## src/rtl/pwm_pkg.sv

```systemverilog
// Shared definitions for the multi-channel PWM: mode encodings, counting
// direction, timebase FSM states and the counter turnaround value.
package pwm_pkg;

  localparam logic MODE_EDGE   = 1'b0;
  localparam logic MODE_CENTER = 1'b1;

  typedef enum logic {
    DIR_UP   = 1'b0,
    DIR_DOWN = 1'b1
  } dir_e;

  // Center-aligned sequencing; edge-aligned counting stays in ST_UP.
  typedef enum logic [1:0] {
    ST_UP        = 2'd0,
    ST_HOLD_TOP  = 2'd1,
    ST_DOWN      = 2'd2,
    ST_HOLD_ZERO = 2'd3
  } tbase_state_e;

  // Highest counter value: 2^width - 2, so a full-scale duty is always high.
  function automatic int unsigned calc_top(input int unsigned width);
    return (32'd1 << width) - 32'd2;
  endfunction

endpackage

```

## src/rtl/pwm_timebase.sv

```systemverilog
// Shared PWM timebase: prescaler, edge/center counter with hold ticks,
// active-mode register and period boundary generation.
//   clk, clr     : clock, synchronous active-high clear
//   en           : run enable; when low the timebase parks at cnt=0, up
//   presc        : timebase steps once every presc+1 clocks
//   mode_in      : requested mode, adopted at a boundary or while en=0
//   cnt          : current counter value
//   period_tick  : registered one-clock pulse per period boundary
//   load_c       : combinational; active registers take shadow values this edge
module pwm_timebase
  import pwm_pkg::*;
#(
  parameter int unsigned WIDTH   = 8,
  parameter int unsigned PRESC_W = 8
) (
  input  logic               clk,
  input  logic               clr,
  input  logic               en,
  input  logic [PRESC_W-1:0] presc,
  input  logic               mode_in,
  output logic [WIDTH-1:0]   cnt,
  output logic               period_tick,
  output logic               load_c
);

  localparam logic [WIDTH-1:0] TOP = WIDTH'(calc_top(WIDTH));

  tbase_state_e       state, state_nxt;
  logic [PRESC_W-1:0] pcnt, pcnt_nxt;
  logic [WIDTH-1:0]   cnt_nxt;
  logic               mode, mode_nxt;
  logic               tick_c, boundary_c, hold_c;
  dir_e               dir_c;

  // State and datapath registers
  always_ff @(posedge clk) begin
    if (clr) begin
      state       <= ST_UP;
      pcnt        <= '0;
      cnt         <= '0;
      mode        <= MODE_EDGE;
      period_tick <= 1'b0;
    end else begin
      state       <= state_nxt;
      pcnt        <= pcnt_nxt;
      cnt         <= cnt_nxt;
      mode        <= mode_nxt;
      period_tick <= boundary_c;
    end
  end

  // Next state: center mode dwells one tick at each turnaround
  always_comb begin
    state_nxt = state;
    if (!en || boundary_c) begin
      state_nxt = ST_UP;
    end else if (tick_c && (mode == MODE_CENTER)) begin
      case (state)
        ST_UP:        if (cnt == TOP) state_nxt = ST_HOLD_TOP;
        ST_HOLD_TOP:  state_nxt = ST_DOWN;
        ST_DOWN:      if (cnt == '0) state_nxt = ST_HOLD_ZERO;
        ST_HOLD_ZERO: state_nxt = ST_UP;
        default:      state_nxt = ST_UP;
      endcase
    end
  end

  // Outputs and counter datapath
  always_comb begin
    tick_c     = 1'b0;
    boundary_c = 1'b0;
    hold_c     = 1'b0;
    dir_c      = DIR_UP;
    load_c     = 1'b0;
    mode_nxt   = mode;
    pcnt_nxt   = pcnt;
    cnt_nxt    = cnt;

    // >= lets a lowered presc take effect without waiting for a wrap
    tick_c = en && (pcnt >= presc);
    dir_c  = ((state == ST_HOLD_TOP) || (state == ST_DOWN)) ? DIR_DOWN : DIR_UP;

    if (mode == MODE_EDGE) boundary_c = tick_c && (cnt == TOP);
    else                   boundary_c = tick_c && (state == ST_HOLD_ZERO);

    // First visit of TOP (going up) or 0 (going down) repeats the value once
    hold_c = (mode == MODE_CENTER) &&
             (((state == ST_UP) && (cnt == TOP)) || ((state == ST_DOWN) && (cnt == '0)));

    load_c   = !en || boundary_c;
    mode_nxt = load_c ? mode_in : mode;
    pcnt_nxt = (!en || tick_c) ? '0 : pcnt + PRESC_W'(1);

    if (!en) begin
      cnt_nxt = '0;
    end else if (boundary_c) begin
      // Center-to-center continues from 1; any mode change restarts at 0
      cnt_nxt = ((mode == MODE_CENTER) && (mode_in == MODE_CENTER)) ? WIDTH'(1) : '0;
    end else if (tick_c && !hold_c) begin
      cnt_nxt = (dir_c == DIR_UP) ? cnt + WIDTH'(1) : cnt - WIDTH'(1);
    end
  end

endmodule

```

## src/rtl/pwm_multi.sv

```systemverilog
// Multi-channel PWM generator with a shared timebase and double-buffered
// per-channel duty registers.
//   clk, clr     : clock, synchronous active-high clear
//   en           : run enable
//   presc        : prescaler reload value
//   mode_in      : 0 = edge-aligned, 1 = center-aligned (applied at period start)
//   duty_wr      : strobe writing duty_val into shadow[duty_ch]
//   duty_ch      : channel index; out-of-range indices are ignored
//   duty_val     : duty value
//   pwm_out      : registered PWM outputs
//   period_tick  : one-clock pulse at each period boundary
module pwm_multi
  import pwm_pkg::*;
#(
  parameter int unsigned WIDTH    = 8,
  parameter int unsigned CHANNELS = 4,
  parameter int unsigned PRESC_W  = 8,
  parameter int unsigned CH_W     = (CHANNELS > 1) ? $clog2(CHANNELS) : 1
) (
  input  logic                clk,
  input  logic                clr,
  input  logic                en,
  input  logic [PRESC_W-1:0]  presc,
  input  logic                mode_in,
  input  logic                duty_wr,
  input  logic [CH_W-1:0]     duty_ch,
  input  logic [WIDTH-1:0]    duty_val,
  output logic [CHANNELS-1:0] pwm_out,
  output logic                period_tick
);

  logic [WIDTH-1:0] cnt;
  logic             load_c;

  pwm_timebase #(
    .WIDTH   (WIDTH),
    .PRESC_W (PRESC_W)
  ) u_timebase (
    .clk         (clk),
    .clr         (clr),
    .en          (en),
    .presc       (presc),
    .mode_in     (mode_in),
    .cnt         (cnt),
    .period_tick (period_tick),
    .load_c      (load_c)
  );

  // Per-channel shadow/active duty and output compare
  for (genvar i = 0; i < CHANNELS; i++) begin : g_ch
    logic [WIDTH-1:0] shadow, active;
    logic             pwm_q;

    always_ff @(posedge clk) begin
      if (clr) begin
        shadow <= '0;
        active <= '0;
        pwm_q  <= 1'b0;
      end else begin
        // A write coinciding with a load reaches shadow only; active takes the old value
        if (duty_wr && (32'(duty_ch) == i)) shadow <= duty_val;
        if (load_c) active <= shadow;
        pwm_q <= en && (cnt < active);
      end
    end

    assign pwm_out[i] = pwm_q;
  end

endmodule

```

## config.mk

```make
export PLATFORM = sky130hd
export DESIGN_NAME = pwm_multi
export DESIGN_NICKNAME = d
export VERILOG_FILES = /design/src/rtl/pwm_pkg.sv /design/src/rtl/pwm_timebase.sv /design/src/rtl/pwm_multi.sv
export SDC_FILE = /design/constraint.sdc
export NUM_CORES = 1
export LEC_CHECK = 0
export ABC_AREA = 0
export BUFFER_PORTS_ARGS = -buffer_cell sky130_fd_sc_hd__buf_2
export CORE_UTILIZATION = 45
export DETAILED_ROUTE_END_ITERATION = 8
export GPL_TIMING_DRIVEN = 0
export SYNTH_ARGS = -nofsm -noshare
export SYNTH_HDL_FRONTEND = slang
export SYNTH_HIERARCHICAL = 1
export SYNTH_SLANG_ARGS = --single-unit
```

## constraint.sdc

```tcl
create_clock -name clk -period 7.9 [get_ports clk]
set_clock_uncertainty 0.05 [all_clocks]
set_input_delay 1.58 -clock clk [delete_from_list [all_inputs] [get_ports clk]]
set_output_delay 1.58 -clock clk [all_outputs]
set_load 0.05 [all_outputs]
```

==> run metrics, run 1 <==
reg2reg start=u_timebase/state[1]; cell count of the worst reg-to-reg path=9; Die Y=102.5 um; Max clock buf depth=2; Final HPWL DP=7053 um; synthesized instance count=487; core area=0.009774 mm2; Syn Std Cell Area=between 0.004 and 0.005 mm2; io pins=28; total wire length=9709 um; top cells by area, synth=dfxtp_1, mux2i_1, ha_1; hold path startpoint=u_timebase/pcnt[0]; Final Hold Viols=0; dominant synthesized flop cell=dfxtp_1; hold path depth=1; most frequent cells in the layout=dfxtp_1, nor2_1, mux2i_1, ha_1, inv_1; Yosys reg bits=88; largest net degree at the start of global routing=17; Storage cell area=0.001762 mm2; hold path endpoint=u_timebase/pcnt[0]; reg2reg end=u_timebase/cnt[7]; kind of cell adding the most delay to the critical path=buffers and inverters; Die X=102.5 um; leakage=around 2.2 nW; Filler Cell Count=around 940; TritonCTS clock tree=done; unrepaired setup endpoints after global routing=false; CP Data Required Time=8.10 ns; combinational family with the most area after synthesis=simple AND/OR/NAND/NOR gates; Setup CP Type=primary input to flip-flop; Reg2Reg Setup Slack=5.09 ns; CP Launch Type=primary input; syn nets=558; mux share of post-synthesis cell area=0.1408; share of the synthesized area in the top cell type=0.3872; Clk Latency, worst-skew pair=around 0.37 ns; worst rel slew slack=0.6692; Max Fclk=~270 MHz; max-slew violations=0; postcts setup bufs=0; syn_area_per_cell=9.342 um2; status=finished clean; htree depth=3; Via Count=around 3400; ys async rst share=0; non-filler cells, final=663; crit share post-route=0.4685; Starting Density=0.4654; Placed Cells=roughly 650; post-cts sizing count=0; largest area contributor in the netlist=dfxtp_1; fraction of layout cells with a size suffix above 1=0.1302; total power divided by cell area=around 160 mW/mm2; Via-to-Cell Ratio=5.122; synth warn=6; initial antenna violation count=0; buffers and inverters on the worst path=5; setup TNS=0 ns; post-synthesis compound-gate area fraction=0.1026; drc violations=0; vias in the first global route=3111; row cnt=36; Num CTS Buffers=9; final setup fails=0; clk sinks=88; Port Buf Inserts=27; Slew @ Worst Pin=0.4956 ns; CP cell instances=buf_2, inv_1, ha_1, and3_1, nand3_1, nor3_1, o21ai_0, buf_2, nand2_1, buf_2, buf_2, mux2i_1, nor2_1; Ant. Diodes=0; post-route ant nets=0; CP endpoint kind=flip-flop; Tmin final=roughly 3.7 ns; XOR/XNOR Fraction of Synth Area=0.01925; die area=0.01052 mm2; wire per inst=14.64 um; most used cell along the critical path=buf_2; Area Growth Syn to Fin=10.73%; maximum vdd drop=81.76 uV; Hold WC Path Type=flip-flop to flip-flop; slowest cell on the critical path=buf_2; CP arrival=3.90 ns; Clock transition at path regs=approximately 0.1 ns; clk root buf=clkbuf_8; first-pass GRT wire length=15550 um; drt first pass iters=4; Critical Path Fanout Max=10; sequential area share after synthesis=0.3872; commonest non-fill, non-tap cell in the layout=dfxtp_1; Hold Buf Count CTS=0; Post-synth EDFFs=0; crit-path max cell delay=between 0.3 and 0.4 ns; fin nets=596; Total GRT Usage=0.1969; gr ovfl total=0; Yosys cell types=46; drt initial violations=91; adder-cell share of the synthesized area=0.1337; Max-cap violations=0; Placer Congestion=0.7628; simple logic cell fraction of the synthesized area=0.1568; area taken by multi-input logic gates=between 0.002 and 0.003 mm2
state kept, by name, summed over array words and instances (netlist names):
| register | flops |
|---|---|
| u_timebase/cnt | 8 |
| g_ch.shadow | 32 |
| g_ch.pwm_q | 4 |
| u_timebase/pcnt | 8 |
| u_timebase/state | 2 |
| u_timebase/period_tick | 1 |
| g_ch.active | 32 |
| u_timebase/mode | 1 |
layer usage:
| layer | routed length [um] | up-vias | global-route usage |
|---|---|---|---|
| li1 | - | 1759 | - |
| met1 | 4956 | 1579 | 0.2701 |
| met2 | 4321 | 50 | 0.3087 |
| met3 | 326 | 8 | 0.04271 |
| met4 | 104 | 0 | 0.06044 |
| met5 | 0 | - | 0 |
synthesized netlist by cell type, types with 2 or more instances:
library cell,number
a2111oi_2,4
a211oi_1,4
a21boi_2,2
a21oi_1,12
a31oi_1,5
and3_1,4
buf_1,5
buf_2,7
buf_4,5
clkbuf_1,2
dfxtp_1,88
ha_1,47
inv_1,46
mux2i_1,64
nand2_1,20
nand2b_1,3
nand3_1,15
nand3b_1,2
nand4_1,2
nor2_1,81
nor2b_1,2
nor3_1,3
nor3b_1,3
nor4_1,4
o2111ai_1,5
o211ai_1,6
o21a_1,7
o21ai_0,9
or3_2,2
or3b_1,4
xnor2_1,7
xor2_1,3
cell type report:
class                   instances  area share
plain buffers                  19     0.01962
clock buffers                  10     0.02732
clock inverters                 6    0.009687
inverters                      46     0.03428
multi-input cells             334      0.4995
flip-flops and latches         88      0.3497
well taps                     133     0.03304
repair buffers                 27     0.02683
stage by stage:
step	utilization	area (um2)	hold slack [ns]	setup slack [ns]	power (mW)
2_1_floorplan	-	4549	0.3797	4.247	0.5145
3_3_place_gp	0.4963	4851	0.4034	3.829	0.5348
3_5_place_dp	0.4963	4851	0.4066	3.774	0.5366
4_1_cts	0.5154	5037	0.4286	4.169	0.8360
5_1_grt	0.5154	5037	0.4690	3.910	0.8654
6_report	0.5154	5037	0.4238	4.199	0.8287
worst max path at each step:
stage	slack, ns	depth (start not counted)	start	to
detailed placement	3.77	13	presc[6]	g_ch[0].active[3]
global placement	3.83	12	presc[0]	g_ch[0].active[3]
global route	3.91	13	presc[6]	g_ch[1].active[1]
floorplan	4.25	11	presc[0]	g_ch[0].active[0]
CTS	4.17	13	presc[6]	g_ch[0].active[4]
finish	4.20	13	presc[6]	g_ch[0].active[3]
cell families (layout without fill, tap and decap cells):
kind of cell | after synthesis | after routing
simple gates | 152 | 152
flops | 88 | 88
buf+inv | 65 | 108
mux | 64 | 64
compound gates | 60 | 60
fa+ha+maj | 48 | 48
xor+xnor | 10 | 10
worst register-to-register path, stage by stage, from the launching register on:
cell	delay (ns)
dfxtp_1	0.40
inv_1	0.08
ha_1	0.52
ha_1	0.31
a21oi_1	0.19
o211ai_1	0.16
o41ai_2	0.26
xnor2_1	0.12
or4b_1	0.47
a31oi_1	0.18
where the power goes:
group,internal [mW],switching (mW),leakage (nW)
clock network,0.126,0.177,0.0859
logic,0.0286,0.0387,1.42
registers,0.453,0.00533,0.712
total,0.608,0.221,2.22
Power figures use the tool's default switching activity.
==> run 2, diff against run 1 <==
Settings changed: ABC_AREA 0 to 1.
Clock period 7.9 ns to 3.25 ns, I/O delays scaled along.
==> run 2 against run 1 <==
Against the previous run:
- global-route usage decreased by 0.22 points
- largest power group unchanged
- critical path depth increased by 2
- critical path type unchanged
- critical endpoint is now g_ch[3].active[4]
- synthesized cell count increased by 24%
- largest cell class unchanged
- design area increased by 4.8%
- via count increased by 13%
- non-clock buffer count increased by 1
- setup slack got worse by 3.2 ns
- first-iteration DRC count increased by 23%
- combinational power increased to 3.6 times the previous value
- clock power increased to 2.7 times the previous value
- core utilization decreased by 0.15 points
==> run metrics, run 2 <==
Num CTS Buffers=9 (unchanged); die area=0.01101 mm2 (was 0.01052 mm2); synth cell count leaders=nand2_1, dfxtp_1, inv_1 (was dfxtp_1, nor2_1, mux2i_1); Hold Buf Count CTS=0 (unchanged); setup TNS=0 ns (unchanged); Slew @ Worst Pin=0.5455 ns (was 0.4956 ns); Syn Std Cell Area=0.004766 mm2 (was 0.004549 mm2); Ant. Diodes=0 (unchanged); syn_area_per_cell=7.890 um2 (was 9.342 um2); Hold WC Path Type=flip-flop to flip-flop (unchanged); clk sinks=88 (unchanged); Tmin final=about 2.3 ns; cell area after placement=0.005066 mm2 (was 0.004851 mm2); max-slew violations=0 (unchanged); top cells by area, synth=dfxtp_1, ha_1, nand2_1 (was dfxtp_1, mux2i_1, ha_1); Max Fclk=434.8 MHz; Final HPWL DP=7735 um (was 7053 um); CP endpoint kind=flip-flop (unchanged); gr ovfl total=0 (unchanged); first-pass GRT wire length=17000 um (was 15550 um); commonest non-fill, non-tap cell in the layout=nand2_1 (was dfxtp_1); drt first pass iters=4 (unchanged); largest area contributor in the netlist=dfxtp_1 (unchanged); area taken by multi-input logic gates=0.002527 mm2 (was 0.002516 mm2); core area=0.01028 mm2 (was 0.009774 mm2); CP Launch Type=primary input (unchanged); Max-cap violations=0 (unchanged); fraction of layout cells with a size suffix above 1=0.1612 (was 0.1302); initial antenna violation count=0 (unchanged); drt initial violations=112 (was 91); Clock transition at path regs=0.09 ns (was 0.10 ns); Yosys cell types=38 (was 46); Setup crit start=presc[5] (was presc[6]); Area Growth Syn to Fin=10.82% (was 10.73%); Final Hold Viols=0 (unchanged); total wire length=10100 um (was 9709 um); Setup CP Type=primary input to flip-flop (unchanged); Placed Cells=766 (was 647); syn nets=675 (was 558); Die X=104.9 um (was 102.5 um); clk root buf=clkbuf_8 (unchanged); htree depth=3 (unchanged); post-cts sizing count=0 (unchanged); post-route cell area=0.005281 mm2 (was 0.005037 mm2); unrepaired setup endpoints after global routing=false (unchanged); TritonCTS clock tree=done (unchanged); final setup fails=0 (unchanged); dominant synthesized flop cell=dfxtp_1 (unchanged); leakage=2.365 nW (was 2.216 nW); Critical Path Fanout Max=10 (unchanged); post-route ant nets=0 (unchanged); sequential area share after synthesis=0.3697 (was 0.3872); final core occ=0.5139 (was 0.5154); ys async rst share=0 (unchanged); fin nets=712 (was 596); Via-to-Cell Ratio=4.919 (was 5.122); Max clock buf depth=2 (unchanged); status=finished clean (unchanged); io pins=28 (unchanged); Starting Density=0.4637 (was 0.4654); Die Y=104.9 um (was 102.5 um); postcts setup bufs=0 (unchanged); Total GRT Usage=0.1947 (was 0.1969); Yosys reg bits=88 (unchanged); Placer Congestion=0.7799 (was 0.7628); worst rel slew slack=0.6364 (was 0.6692); Largest regs=g_ch.active (32), g_ch.shadow (32) (unchanged); synth warn=6 (unchanged); non-filler cells, final=781 (was 663); row cnt=37 (was 36); share of the synthesized area in the top cell type=0.3697 (was 0.3872); count leader, synth=nand2_1 (was dfxtp_1); wire per inst=12.94 um (was 14.64 um); Clk Latency, worst-skew pair=0.35 ns (was 0.37 ns); Via Count=3842 (was 3396); largest net degree at the start of global routing=16 (was 17); hold path startpoint=g_ch[1].active[0] (was u_timebase/pcnt[0]); crit share post-route=0.7077; drc violations=0 (unchanged); Post-synth EDFFs=0 (unchanged); maximum vdd drop=280.9 uV (was 81.76 uV); CP Data Required Time=3.46 ns (was 8.10 ns); Storage cell area=0.001762 mm2 (unchanged); reg2reg start=u_timebase/pcnt[5] (was u_timebase/state[1]); most frequent cells in the layout=nand2_1, dfxtp_1, inv_1, a21oi_1, nor2_1 (was dfxtp_1, nor2_1, mux2i_1, ha_1, inv_1); vias in the first global route=3622 (was 3111); CP arrival=2.51 ns (was 3.90 ns); synthesized instance count=604 (was 487); Final Power=2.205 mW (was 0.8287 mW); Port Buf Inserts=26 (was 27); Filler Cell Count=1056 (was 936); total power divided by cell area=417.6 mW/mm2 (was 164.5 mW/mm2)
[run 2: worst max-delay path: stages]
cell and delay, ns:
buf_2 0.07, inv_1 0.03, ha_1 0.30, a21oi_1 0.13
nor2_1 0.05, nor2_1 0.14, nand3_2 0.16, nand3_1 0.14
nand2_1 0.10, buf_6 0.16, inv_2 0.06, buf_6 0.14
buf_6 0.14, nor2_1 0.06, a211oi_1 0.16
[run 2: cells by family after synthesis]
family | share of synthesized area
compound gates | 0.1523
flops | 0.3697
xor+xnor | 0.01654
simple gates | 0.2339
buf+inv | 0.1000
fa+ha+maj | 0.1276
[run 2: final cells by class]
cell class / instances / area share
Multi-Input combinational cell: 414 / 0.4786
Sequential cell: 88 / 0.3336
Inverter: 81 / 0.05899
Tap cell: 136 / 0.03222
Buffer: 21 / 0.03127
Timing Repair Buffer: 26 / 0.02464
Clock buffer: 9 / 0.02345
Clock inverter: 6 / 0.01729
[run 2: final timing paths]
kind,endpoint,slack (ns),cells past startpoint
max,g_ch[3].active[4],0.95,15
min,g_ch[1].active[0],0.41,2
max reg2reg,g_ch[3].active[4],0.98,13
min reg2reg,g_ch[1].active[0],0.41,2
[run 2: layer usage]
layer / vias to the layer above / wire, um / GRT usage
li1: 2028 / - / -
met1: 1750 / 4950 / 0.2555
met2: 56 / 4753 / 0.3292
met3: 8 / 332 / 0.04117
met4: 0 / 68 / 0.04024
met5: - / 0 / 0
[run 2: metrics by stage]
stage / hold WS [ns] / setup WS [ns]
finish: 0.4127 / 0.9501
global route: 0.4313 / 0.6966
floorplan: 0.3891 / 0.9525
CTS: 0.4160 / 0.9407
global placement: 0.3993 / 0.6164
detailed placement: 0.4018 / 0.5689
[run 2: power breakdown]
part	switching, mW	total, mW	internal [mW]
Sequential	0.0156	1.13	1.12
Combinational	0.155	0.242	0.0867
Clock	0.397	0.832	0.435
==> run 3, diff against run 2 <==
Clock period 3.25 ns to 2 ns, I/O delays scaled along.
==> run 3 against run 2 <==
Against the previous run:
- flip-flop and latch count unchanged
- clock power is 57% higher
- combinational power is 88% higher
- critical path type is now flip-flop to flip-flop
- wire length rose by 6.8%
- total power is 63% higher
- core utilization is 4.9 points higher
- register-to-register slack got worse by 0.95 ns
- cell count rose by 2.9%
- via count up 3.6%
==> run metrics, run 3 (synthesis gave the netlist of run 2 again) <==
fraction of layout cells with a size suffix above 1=0.2784 (was 0.1612); io pins=28 (unchanged); wire per inst=13.42 um (was 12.94 um); maximum vdd drop=379.3 uV (was 280.9 uV); vias in the first global route=3695 (was 3622); Max clock buf depth=2 (unchanged); fin nets=734 (was 712); post-route ant nets=0 (unchanged); Max-cap violations=0 (unchanged); htree depth=3 (unchanged); worst rel slew slack=0.5370 (was 0.6364); drt first pass iters=4 (unchanged); commonest non-fill, non-tap cell in the layout=nand2_1 (unchanged); CP arrival=2.14 ns (was 2.51 ns); Max Fclk=507.1 MHz; CP Data Required Time=2.17 ns (was 3.46 ns); Final HPWL DP=7583 um (was 7735 um); status=finished clean (unchanged); unrepaired setup endpoints after global routing=true (was false); Final Hold Viols=0 (unchanged); cell area after placement=0.005076 mm2 (was 0.005066 mm2); Setup CP Type=flip-flop to flip-flop (was primary input to flip-flop); Via-to-Cell Ratio=4.953 (was 4.919); Clock transition at path regs=0.09 ns (about the same); reg2reg start=u_timebase/pcnt[5] (unchanged); clk sinks=88 (unchanged); TritonCTS clock tree=done (unchanged); Die X=104.9 um (unchanged); pre-CTS WS=-0.3160 ns (was 0.5689 ns); first-pass GRT wire length=17440 um (was 17000 um); largest net degree at the start of global routing=17 (was 16); Tmin final=1.972 ns; Die Y=104.9 um (unchanged); cell count of the worst reg-to-reg path=12 (was 13); die area=0.01101 mm2 (unchanged); Hold WC Path Type=primary input to flip-flop (was flip-flop to flip-flop); Clk Latency, worst-skew pair=0.36 ns (was 0.35 ns); Reg2Reg Setup Slack=0.03 ns (was 0.98 ns); Starting Density=0.4637 (unchanged); leakage=2.514 nW (was 2.365 nW); reg2reg end=g_ch[0].active[5] (was g_ch[3].active[4]); clk root buf=clkbuf_8 (unchanged); gr ovfl total=0 (unchanged); final setup margin=0.02793 ns (was 0.9501 ns); CP endpoint kind=flip-flop (unchanged); Area Growth Syn to Fin=21.42% (was 10.82%); Placer Congestion=0.8151 (was 0.7799); most frequent cells in the layout=nand2_1, inv_1, dfxtp_1, a21oi_1, nor2_1 (was nand2_1, dfxtp_1, inv_1, a21oi_1, nor2_1); hold path endpoint=u_timebase/period_tick (was g_ch[1].active[0]); initial antenna violation count=0 (unchanged); total power divided by cell area=621.1 mW/mm2 (was 417.6 mW/mm2); row cnt=37 (unchanged); setup TNS=0 ns (unchanged); drc violations=0 (unchanged); Largest regs=g_ch.active (32), g_ch.shadow (32) (unchanged); hold path startpoint=clr (was g_ch[1].active[0]); post-route cell area=0.005787 mm2 (was 0.005281 mm2); final setup fails=0 (unchanged); Via Count=3982 (was 3842); Ant. Diodes=0 (unchanged); Num CTS Buffers=9 (unchanged); Port Buf Inserts=26 (unchanged); crit share post-route=0.9860; core area=0.01028 mm2 (unchanged); total wire length=10790 um (was 10100 um); max-slew violations=0 (unchanged); Slew @ Worst Pin=0.6945 ns (was 0.5455 ns); Critical Path Fanout Max=5 (was 10); CP Launch Type=flip-flop (was primary input); Total GRT Usage=0.2012 (was 0.1947); final core occ=0.5631 (was 0.5139); hold path depth=2 (unchanged); drt initial violations=126 (was 112)
## run 3: changes by cell type in the layout (fill, tap and decap cells not counted), sizes merged
cell	before	now
buf	45	66
bufinv	2	1
clkbuf	11	13
clkinv	5	4
clkinvlp	0	1
inv	80	81
## run 3: final cells by class
class / count / area (um2)
Buffer: 20 / 176.4
Inverter: 81 / 319.1
Multi-Input combinational cell: 414 / 2763
Clock buffer: 10 / 137.6
Fill cell: 994 / 4491
Clock inverter: 6 / 72.57
Tap cell: 136 / 170.2
Timing Repair Buffer: 49 / 350.3
Sequential cell: 88 / 1798
## run 3: worst max-delay path: stages (launching register included)
cell	delay, ns
dfxtp_2	0.35
ha_4	0.27
nand2_2	0.06
nor2_4	0.12
nand4_1	0.15
nand3_2	0.11
nand3_2	0.11
nand2_4	0.14
inv_6	0.06
buf_8	0.13
buf_8	0.13
nor2_2	0.11
a211oi_2	0.05
## run 3: worst max-delay path by stage
stage,start,end,slack (ns),cells past startpoint
3_5_place_dp,presc[7],g_ch[0].active[4],-0.32,14
6_report,u_timebase/pcnt[5],g_ch[0].active[5],0.03,12
5_1_grt,u_timebase/pcnt[4],g_ch[0].active[5],-0.07,12
4_1_cts,u_timebase/pcnt[5],g_ch[3].active[0],0.007,13
2_1_floorplan,presc[5],g_ch[3].active[7],0.01,13
3_3_place_gp,presc[7],g_ch[0].active[6],-0.30,15
## run 3: stage by stage
step,power [mW],hold WS (ns),instances
after floorplan,2.161,0.3891,604
after global placement,2.264,0.3986,766
after detailed placement,2.274,0.4041,766
after CTS,3.618,0.2121,796
after global routing,3.753,0.2253,804
final,3.594,0.2287,804
## run 3: where the power goes
part | total (mW) | internal, mW | switching, mW
combinational | 0.455 | 0.178 | 0.277
sequential | 1.83 | 1.81 | 0.0268
clock | 1.31 | 0.627 | 0.679
## run 3: what timing repair did
action	4_1_cts	5_1_grt
gates resized for setup	53	32
setup buffers	11	9
hold buffers	0	0
endpoints found under the hold margin	0	0
gates cloned	3	0
pin swaps	9	13
setup endpoints to repair	35	37
## run 3: routing by layer
metal	track usage	share of wire	up-vias
met5	0	0	-
met4	0.08249	0.021	0
met3	0.02932	0.028	20
met2	0.3453	0.49	57
met1	0.2521	0.46	1828
li1	-	-	2077
